<file path="src/rtl/axi4lite_mem_ctrl.sv">
// axi4lite_mem_ctrl
// AXI4-Lite slave front-end for a single-port word memory. The AW, W and AR
// channels are captured into independent holding registers. One memory
// operation runs at a time. When a read and a write are both pending, the
// grant alternates between them. Memory response codes are translated into
// AXI B/R responses.
//
// Ports:
//   clk, resetn                 clock, asynchronous active-low reset
//   s_aw*, s_w*, s_b*           AXI4-Lite write address / data / response
//   s_ar*, s_r*                 AXI4-Lite read address / data
//   mem_wen, mem_aw/wstrb/wdata write request to memory; mem_wresp/mem_wdone back
//   mem_ren, mem_araddr         read request to memory; mem_rdata/rresp/rdone back
//   wr_cnt, rd_cnt, err_cnt     saturating performance counters; these ports
//                               exist only when PERF_CNT_EN is defined
//
// Build option: `define PERF_CNT_EN adds the performance counter outputs.
module axi4lite_mem_ctrl #(
  parameter int DATA_WIDTH     = 32,
  parameter int DATA_DEPTH     = 64,
  parameter int ADDR_WIDTH     = $clog2(DATA_DEPTH),
  parameter int AXI_ADDR_WIDTH = ADDR_WIDTH + 2,
  parameter int STRB_WIDTH     = DATA_WIDTH / 8,
  parameter int MEM_TIMEOUT    = 4
) (
  input  logic                      clk,
  input  logic                      resetn,
  input  logic [AXI_ADDR_WIDTH-1:0] s_awaddr,
  input  logic                      s_awvalid,
  output logic                      s_awready,
  input  logic [DATA_WIDTH-1:0]     s_wdata,
  input  logic [STRB_WIDTH-1:0]     s_wstrb,
  input  logic                      s_wvalid,
  output logic                      s_wready,
  output logic [1:0]                s_bresp,
  output logic                      s_bvalid,
  input  logic                      s_bready,
  input  logic [AXI_ADDR_WIDTH-1:0] s_araddr,
  input  logic                      s_arvalid,
  output logic                      s_arready,
  output logic [DATA_WIDTH-1:0]     s_rdata,
  output logic [1:0]                s_rresp,
  output logic                      s_rvalid,
  input  logic                      s_rready,
  output logic                      mem_wen,
  output logic [ADDR_WIDTH-1:0]     mem_awaddr,
  output logic [STRB_WIDTH-1:0]     mem_wstrb,
  output logic [DATA_WIDTH-1:0]     mem_wdata,
  input  logic [1:0]                mem_wresp,
  input  logic                      mem_wdone,
  output logic                      mem_ren,
  output logic [ADDR_WIDTH-1:0]     mem_araddr,
  input  logic [DATA_WIDTH-1:0]     mem_rdata,
  input  logic [1:0]                mem_rresp,
  input  logic                      mem_rdone
`ifdef PERF_CNT_EN
  ,
  output logic [15:0]               wr_cnt,
  output logic [15:0]               rd_cnt,
  output logic [15:0]               err_cnt
`endif
);

  typedef enum logic [2:0] {IDLE, WR_MEM, WR_RESP, RD_MEM, RD_RESP} state_t;

  localparam logic [1:0] RESP_OKAY   = 2'b00;
  localparam logic [1:0] RESP_SLVERR = 2'b10;
  localparam logic [1:0] RESP_DECERR = 2'b11;

  localparam int              TMO_W    = (MEM_TIMEOUT > 1) ? $clog2(MEM_TIMEOUT) : 1;
  localparam logic [TMO_W-1:0] TMO_LAST = TMO_W'(MEM_TIMEOUT - 1);

  function automatic logic [1:0] xlate(input logic [1:0] r);
    case (r)
      2'b00:   xlate = RESP_OKAY;
      2'b11:   xlate = RESP_DECERR;
      default: xlate = RESP_SLVERR;
    endcase
  endfunction

  // Holding registers
  logic                  aw_held_q, w_held_q, ar_held_q;
  logic                  aw_held_d, w_held_d, ar_held_d;
  logic                  awready_q, wready_q, arready_q;
  logic [ADDR_WIDTH-1:0] awaddr_q, araddr_q;
  logic [DATA_WIDTH-1:0] wdata_q;
  logic [STRB_WIDTH-1:0] wstrb_q;

  // FSM and registered outputs
  state_t                state_q;
  logic [TMO_W-1:0]      tmo_q;
  logic                  last_wr_q;   // 1: last grant went to the write path
  logic                  mem_wen_q, mem_ren_q;
  logic [ADDR_WIDTH-1:0] mem_awaddr_q, mem_araddr_q;
  logic [STRB_WIDTH-1:0] mem_wstrb_q;
  logic [DATA_WIDTH-1:0] mem_wdata_q;
  logic                  bvalid_q, rvalid_q;
  logic [1:0]            bresp_q, rresp_q;
  logic [DATA_WIDTH-1:0] rdata_q;

  logic aw_hs, w_hs, ar_hs;
  logic wr_pend, rd_pend, grant_wr, grant_rd;
  logic tmo_hit, wr_leave, rd_leave;

  // Byte-offset bits of the AXI addresses carry no information for word access.
  logic unused_addr_lsbs;
  assign unused_addr_lsbs = ^{s_awaddr[1:0], s_araddr[1:0]};

  always_comb begin
    aw_hs     = s_awvalid && awready_q;
    w_hs      = s_wvalid  && wready_q;
    ar_hs     = s_arvalid && arready_q;
    wr_pend   = aw_held_q && w_held_q;
    rd_pend   = ar_held_q;
    grant_wr  = wr_pend && (!rd_pend || !last_wr_q);
    grant_rd  = rd_pend && !grant_wr;
    tmo_hit   = (tmo_q == TMO_LAST);
    wr_leave  = (state_q == WR_MEM) && (mem_wdone || tmo_hit);
    rd_leave  = (state_q == RD_MEM) && (mem_rdone || tmo_hit);
    // A handshake needs an empty holder, and a release needs a full one,
    // so the two never coincide on the same flag.
    aw_held_d = aw_hs || (aw_held_q && !wr_leave);
    w_held_d  = w_hs  || (w_held_q  && !wr_leave);
    ar_held_d = ar_hs || (ar_held_q && !rd_leave);
  end

  // Ready is registered as the inverse of the next-cycle holder state so that
  // it reads 0 during reset and 1 whenever the holder is empty.
  always_ff @(posedge clk or negedge resetn) begin
    if (!resetn) begin
      aw_held_q <= 1'b0;
      w_held_q  <= 1'b0;
      ar_held_q <= 1'b0;
      awready_q <= 1'b0;
      wready_q  <= 1'b0;
      arready_q <= 1'b0;
      awaddr_q  <= '0;
      araddr_q  <= '0;
      wdata_q   <= '0;
      wstrb_q   <= '0;
    end else begin
      aw_held_q <= aw_held_d;
      w_held_q  <= w_held_d;
      ar_held_q <= ar_held_d;
      awready_q <= !aw_held_d;
      wready_q  <= !w_held_d;
      arready_q <= !ar_held_d;
      if (aw_hs) awaddr_q <= s_awaddr[ADDR_WIDTH+1:2];
      if (ar_hs) araddr_q <= s_araddr[ADDR_WIDTH+1:2];
      if (w_hs) begin
        wdata_q <= s_wdata;
        wstrb_q <= s_wstrb;
      end
    end
  end

  always_ff @(posedge clk or negedge resetn) begin
    if (!resetn) begin
      state_q      <= IDLE;
      tmo_q        <= '0;
      last_wr_q    <= 1'b0;
      mem_wen_q    <= 1'b0;
      mem_ren_q    <= 1'b0;
      mem_awaddr_q <= '0;
      mem_araddr_q <= '0;
      mem_wstrb_q  <= '0;
      mem_wdata_q  <= '0;
      bvalid_q     <= 1'b0;
      rvalid_q     <= 1'b0;
      bresp_q      <= '0;
      rresp_q      <= '0;
      rdata_q      <= '0;
    end else begin
      case (state_q)
        IDLE: begin
          tmo_q <= '0;
          if (grant_wr) begin
            state_q      <= WR_MEM;
            last_wr_q    <= 1'b1;
            mem_wen_q    <= 1'b1;
            mem_awaddr_q <= awaddr_q;
            mem_wstrb_q  <= wstrb_q;
            mem_wdata_q  <= wdata_q;
          end else if (grant_rd) begin
            state_q      <= RD_MEM;
            last_wr_q    <= 1'b0;
            mem_ren_q    <= 1'b1;
            mem_araddr_q <= araddr_q;
          end
        end
        WR_MEM: begin
          tmo_q <= tmo_q + TMO_W'(1);
          if (wr_leave) begin
            state_q   <= WR_RESP;
            mem_wen_q <= 1'b0;
            bvalid_q  <= 1'b1;
            bresp_q   <= mem_wdone ? RESP_OKAY : xlate(mem_wresp);
          end
        end
        WR_RESP: begin
          if (s_bready) begin
            state_q  <= IDLE;
            bvalid_q <= 1'b0;
          end
        end
        RD_MEM: begin
          tmo_q <= tmo_q + TMO_W'(1);
          if (rd_leave) begin
            state_q   <= RD_RESP;
            mem_ren_q <= 1'b0;
            rvalid_q  <= 1'b1;
            rresp_q   <= mem_rdone ? RESP_OKAY : xlate(mem_rresp);
            rdata_q   <= mem_rdone ? mem_rdata : '0;
          end
        end
        RD_RESP: begin
          if (s_rready) begin
            state_q  <= IDLE;
            rvalid_q <= 1'b0;
          end
        end
        default: state_q <= IDLE;
      endcase
    end
  end

  assign s_awready  = awready_q;
  assign s_wready   = wready_q;
  assign s_arready  = arready_q;
  assign s_bvalid   = bvalid_q;
  assign s_bresp    = bresp_q;
  assign s_rvalid   = rvalid_q;
  assign s_rresp    = rresp_q;
  assign s_rdata    = rdata_q;
  assign mem_wen    = mem_wen_q;
  assign mem_awaddr = mem_awaddr_q;
  assign mem_wstrb  = mem_wstrb_q;
  assign mem_wdata  = mem_wdata_q;
  assign mem_ren    = mem_ren_q;
  assign mem_araddr = mem_araddr_q;

`ifdef PERF_CNT_EN
  logic [15:0] wr_cnt_q, rd_cnt_q, err_cnt_q;
  logic        b_hs, r_hs, err_hs;

  always_comb begin
    b_hs   = bvalid_q && s_bready;
    r_hs   = rvalid_q && s_rready;
    err_hs = (b_hs && (bresp_q != RESP_OKAY)) || (r_hs && (rresp_q != RESP_OKAY));
  end

  always_ff @(posedge clk or negedge resetn) begin
    if (!resetn) begin
      wr_cnt_q  <= '0;
      rd_cnt_q  <= '0;
      err_cnt_q <= '0;
    end else begin
      if (b_hs && (wr_cnt_q != '1))    wr_cnt_q  <= wr_cnt_q + 16'd1;
      if (r_hs && (rd_cnt_q != '1))    rd_cnt_q  <= rd_cnt_q + 16'd1;
      if (err_hs && (err_cnt_q != '1)) err_cnt_q <= err_cnt_q + 16'd1;
    end
  end

  assign wr_cnt  = wr_cnt_q;
  assign rd_cnt  = rd_cnt_q;
  assign err_cnt = err_cnt_q;
`endif

endmodule

</file>
<file path="config.mk">
export PLATFORM = sky130hd
export DESIGN_NAME = axi4lite_mem_ctrl
export DESIGN_NICKNAME = d
export VERILOG_FILES = /design/src/rtl/axi4lite_mem_ctrl.sv
export SDC_FILE = /design/constraint.sdc
export NUM_CORES = 1
export LEC_CHECK = 0
export CAP_MARGIN = 20
export CORE_ASPECT_RATIO = 1.75
export CORE_MARGIN = 10
export CORE_UTILIZATION = 41
export DETAILED_ROUTE_END_ITERATION = 8
export PLACE_DENSITY = 0.86
export REMOVE_ABC_BUFFERS = 1
export SLEW_MARGIN = 30
export SYNTH_ARGS = -nofsm -noshare
export SYNTH_HDL_FRONTEND = slang
export SYNTH_SLANG_ARGS = --single-unit
</file>
<file path="constraint.sdc">
create_clock -name clk -period 1.5 [get_ports clk]
set_input_delay 0.15 -clock clk [delete_from_list [all_inputs] [get_ports clk]]
set_output_delay 0.15 -clock clk [all_outputs]
set_load 0.01 [all_outputs]
</file>
Word-level counts from Yosys, hierarchy flattened
Cells that the tools add are included.
Widths: inputs -> output; s select.
- add/sub/neg operators: 1
- eq/ne operators: 15
- multiplexer cells: 28
- bitwise gates (word level): 1
- reductions and logical operators: 45
- operator list (cell ; number):
    $mux 32 ; 1
    $mux 3 ; 6
    $pmux 3 s5 ; 1
    $ne 2x2->1 const B ; 7
    $pmux 2 s2 ; 3
    $reduce_and 3->1 ; 4
    $reduce_bool 2->1 ; 6
    $logic_and 1x1->1 ; 11
    $mux 1 ; 11
    $logic_not 1->1 ; 8
    $pmux 1 s2 ; 4
    $reduce_and 2->1 ; 4
    $eq 2x2->1 const B ; 3
    $eq 3x2->1 const B ; 2
    $logic_or 1x1->1 ; 6
    $reduce_and 5->1 ; 1
    $logic_not 2->1 ; 2
    $mux 2 ; 2
    $reduce_and 4->1 ; 1
    $eq 3x1->1 const B ; 1
    $eq 3x3->1 const B ; 1
    $logic_not 3->1 ; 1
    $ne 3x3->1 const B ; 1
    $add 2x1->2 const B ; 1
    2 further kinds ; 2
- flip-flop bits (word level): 148
- input bits: 97
- output and inout port bits: 91

Depth between registers and ports, before layout
- depth after elaboration: 8
- depth in mapped cells: 7

Worst setup path before layout
Ideal clock, no wire load.
- kind: register to register
- start point: register tmo_q[0]
- end point: register mem_ren_q, in the netlist mem_ren
- library setup time: 0.085 ns
- arrival time: 1.410 ns
- data required time: 1.415 ns
- path slack: 0.005 ns
- cell stages (with the launch flop): 7
- path buffers: 2
- clock period less this slack: 1.495 ns
- cells stage by stage: dfrtp_1 -> ha_1 -> or2_2 -> nand3_1 -> buf_4 -> buf_6 -> a21boi_0
- word-level cells in the longest chain between the ends: 5
- RTL lines (item ; RTL line ; RTL):
    from (decl) ; 91 ; logic [TMO_W-1:0] tmo_q;
    from (signal assigned) ; 192 ; tmo_q <= tmo_q + TMO_W'(1);
    from (signal assigned) ; 207 ; tmo_q <= tmo_q + TMO_W'(1);
    $eq 2x2->1 ; 117 ; tmo_hit = (tmo_q == TMO_LAST);
    $logic_or 1x1->1 ; 119 ; rd_leave = (state_q == RD_MEM) && (mem_rdone || tmo_hit);
    $logic_and 1x1->1 ; 119 ;
    $ne 2x2->1 (no line) ; n/a ;
    $reduce_and 4->1 (no line) ; n/a ;
    to (signal assigned) ; 163 ; mem_ren_q <= 1'b0;
    to (signal assigned) ; 187 ; mem_ren_q <= 1'b1;
    to (signal assigned) ; 210 ; mem_ren_q <= 1'b0;
    to (decl) ; 93 ; logic mem_wen_q, mem_ren_q;
No other way between the ends.
A chain may end at the register's enable or synchronous reset.

Final worst setup path
- start point: register state_q[0]
- end point: register mem_wdata_q[17], in the netlist mem_wdata[17]
- word-level cells in the longest chain between the ends: 2
- RTL lines (item ; RTL line ; RTL):
    from (decl) ; 90 ; state_t state_q;
    from (signal assigned) ; 159 ; state_q <= IDLE;
    from (signal assigned) ; 178 ; state_q <= WR_MEM;
    from (signal assigned) ; 185 ; state_q <= RD_MEM;
    $logic_not 3->1 ; 174 ; case (state_q)
    $reduce_and 2->1 (no line) ; n/a ;
    to (signal assigned) ; 183 ; mem_wdata_q <= wdata_q;
    to (decl) ; 96 ; logic [DATA_WIDTH-1:0] mem_wdata_q;
No other way between the ends.

==> results_dict.tcl <==
set metrics [dict create \
    power.switching_w 0.005787 \
    htreeDepth 4 \
    grt_pass1_wl_microns 23360 \
    synth_most_common_cell "dfrtp_1" \
    numCtsBuffers 17 \
    io_buffers 183 \
    synth_top_area_share_pct 64.29 \
    leakage_nw 4.388 \
    diodes 0 \
    cp.required_ns 1.78 \
    syn_to_final_growth_pct 52.48 \
    die_area_sq_um 19380 \
    p_seq_share_pct 36.2 \
    finalNonFillerCells 765 \
    vdd_ir_drop_max_uv 1111 \
    worstPathCellList "nor3_4 -> nand3_4 -> buf_12 -> mux2_4" \
    drv_cap 0 \
    status "complete, no violations" \
    io-pin-count 188 \
    synth-edff-count 0 \
    drv_slew 0 \
    tritoncts "built" \
    synth_common_cells "dfrtp_1 (148), mux2_2 (58), mux2_4 (38), a22o_1 (32), nand2_1 (25)" \
    hpwl_microns 11420 \
    internal_power_w 0.01382 \
    fin_ws_ns 0.009371 \
    synth_ff_type "dfrtp_1" \
    rows 57 \
    drc_errors 0 \
    fillCellCount 1030 \
    worst_setup_path_end_kind "flop" \
    via_count 3821 \
    worst-r2r-setup-slack_ns 0.009 \
    rsz0062_at_grt "true" \
    wl_per_cell_microns 19.83 \
    place_inst 731 \
    ys_types 33 \
    ys_warn_count 0 \
    wl_microns 15170 \
    cts.path.max_buffers 2 \
    period_share_pct 99.38 \
    cp_max_fo 14 \
    grt_overflow 0 \
    r2r_cells 4 \
    antenna_found_initial 0 \
    hold_class "input port to asynchronous set/reset pin" \
    dpl-instance-area_sq_um 7958 \
    fin_nets 674 \
    ys_async_sr_fraction_pct 100.0 \
    setup_violations 0 \
    clkSlewWorstSetupHoldPaths_ns 0.06 \
    synth_area_leaders "dfrtp_1 (64%), mux2_2 (11%), mux2_4 (9.9%)" \
    coreArea_sq_um 13840 \
    vias_per_cell 4.995 \
    p_per_area_nw_per_um2 2233 \
    slowest_stage "dfrtp_1" \
    synth.largest_area_cell "dfrtp_1" \
    ys_seq_area_share_pct 64.29 \
    clockPowerShare_pct 23.4 \
    synthesis.area_sq_um 5761 \
    drtPass1Iterations 4 \
    clock_latency_ns 0.40 \
    die_h_microns 176.8 \
    fmax_mhz 670.9 \
    avgSynthCellArea_sq_um 15.61 \
    p_total_w 0.01961 \
    cpLargestDelayFamily "simple AND/OR/NAND/NOR gates" \
    finalClockSkew_ns 0.007172 \
    cts.sinks 148 \
    worstMarginPinSlew_ns 0.3988 \
    ant_nets 0 \
    die_x_microns 109.6 \
    drive_gt1_share_pct 27.89 \
    dp_slack_ns -0.07846 \
    initial_utilization_pct 41.64 \
    path_class "flop to flop" \
    grt_max_degree 42 \
    p_sw_share_pct 29.51 \
    timing.rr.end "mem_wdata[17]" \
    final_util_pct 63.48 \
    post-route-min-period_ns 1.491 \
    synth_cells 369 \
    root_buffer "clkbuf_16" \
    grt_usage_pct 15.49 \
    crit_arrival_ns 1.77 \
    max_stage_delay_ns 0.42 \
    relSlewSlack_pct 73.07 \
    final_hold_viol_count 0 \
    routabilityCongestion 0.7174 \
    r2r-start "state_q[0]" \
    fin_area_sq_um 8783 \
    dr.first_iter.drc_count 92 \
    cp-start-kind "flop" \
    grt_pass1_vias 4287 \
    power_frac_comb_pct 40.3 \
    ys_ff_latch 148 \
    critical_path_buf_inv_count 1 \
]
metal layers:
| layer | wire (microns) | part of all wire [%] | GRT usage, % | up-vias |
|---|---|---|---|---|
| li1 | - | - | - | 1734 |
| met1 | 5501 | 36 | 16.67 | 1946 |
| met2 | 8436 | 56 | 27.47 | 126 |
| met3 | 932 | 6.1 | 4.850 | 15 |
| met4 | 303 | 2.0 | 5.556 | 0 |
| met5 | 0 | 0 | 0 | - |
placed cells by master (no fill, tap or decap), types with 2 or more instances in the layout:
master           count
a211oi_1             2
a21boi_0             2
a21oi_1              4
a22o_1              32
and2_1               4
buf_12               9
buf_4               13
buf_6                2
bufinv_16            5
clkbuf_1             2
clkbuf_16           18
clkdlybuf4s50_1    124
dfrtp_1            147
dlygate4sd2_1       20
dlymetal6s2s_1      38
inv_1                3
inv_6                3
mux2_2              58
mux2_4              38
nand2_1             25
nand3_4              2
nor2_1               5
nor2b_1              3
o21ai_0              4
o31ai_1              2
o31ai_2              2
cell families after synthesis:
logic type / after synthesis / synth area share (%)
compound gates: 51 / 7.124
fa+ha+maj: 1 / 0.2172
buf+inv: 23 / 2.541
flops: 148 / 64.29
mux: 97 / 21.42
simple gates: 49 / 4.409
worst max path at each step:
stage | from | end | slack [ns] | depth (start not counted)
floorplan | state_q[0] | s_rdata[0] | -0.49 | 3
global placement | mem_wdone | s_bresp[0] | -0.04 | 4
detailed placement | mem_wdone | s_bresp[0] | -0.08 | 4
CTS | mem_wdata[31] | mem_wdata[31] | 0.001 | 1
finish | state_q[0] | mem_wdata[17] | 0.009 | 4
global route | state_q[0] | mem_wdata[5] | -0.05 | 4
power by group through the flow:
stage               registers [W]  logic (W)  clock network, W
floorplan                 0.00754    0.00351                 0
global placement          0.00701    0.00782                 0
detailed placement        0.00717    0.00811                 0
CTS                       0.00713    0.00804           0.00472
global route              0.00734    0.00844           0.00489
finish                    0.00711    0.00791           0.00460
repair_timing:
item / in CTS / in global routing
endpoints found under the setup margin: 68 / 120
setup buffers: 0 / 1
hold buffers: 1 / 0
resized for setup: 24 / 50
hold endpoints to repair: 148 / 0
cloned: 0 / 1
per-stage QoR:
| step | TNS [ns] | hold slack (ns) |
|---|---|---|
| after global routing | -1.214 | 0.2064 |
| after detailed placement | -0.7865 | 0.04661 |
| after CTS | 0 | 0.1834 |
| after global placement | -0.07716 | 0.04354 |
| after floorplan | -44.28 | -0.1456 |
| final | 0 | 0.2030 |
sequential cells by signal, summed over array words and instances (netlist names):
| name | flops |
|---|---|
| mem_ren | 1 |
| wstrb_q | 4 |
| s_arready | 1 |
| w_held_q | 1 |
| aw_held_q | 1 |
| araddr_q | 6 |
| wdata_q | 32 |
| state_q | 3 |
| s_awready | 1 |
| s_bvalid | 1 |
| s_rresp | 2 |
| s_bresp | 2 |
| tmo_q | 2 |
| ar_held_q | 1 |
| s_wready | 1 |
| awaddr_q | 6 |
| last_wr_q | 1 |
| mem_wstrb | 4 |
| mem_araddr | 6 |
| s_rdata | 32 |
| mem_wen | 1 |
| s_rvalid | 1 |
| mem_awaddr | 6 |
| mem_wdata | 32 |
cell type report:
| class | instances | area (sq um) | share of cell area [%] |
|---|---|---|---|
| flip-flops and latches | 148 | 3705 | 42.18 |
| repair buffers | 208 | 2227 | 25.36 |
| multi-input cells | 198 | 1974 | 22.48 |
| clock buffers | 20 | 446.7 | 5.085 |
| well taps | 177 | 221.5 | 2.521 |
| clock inverters | 11 | 197.7 | 2.251 |
| inverters | 3 | 11.26 | 0.1282 |
Note: power is estimated with default switching activity, not from simulation.
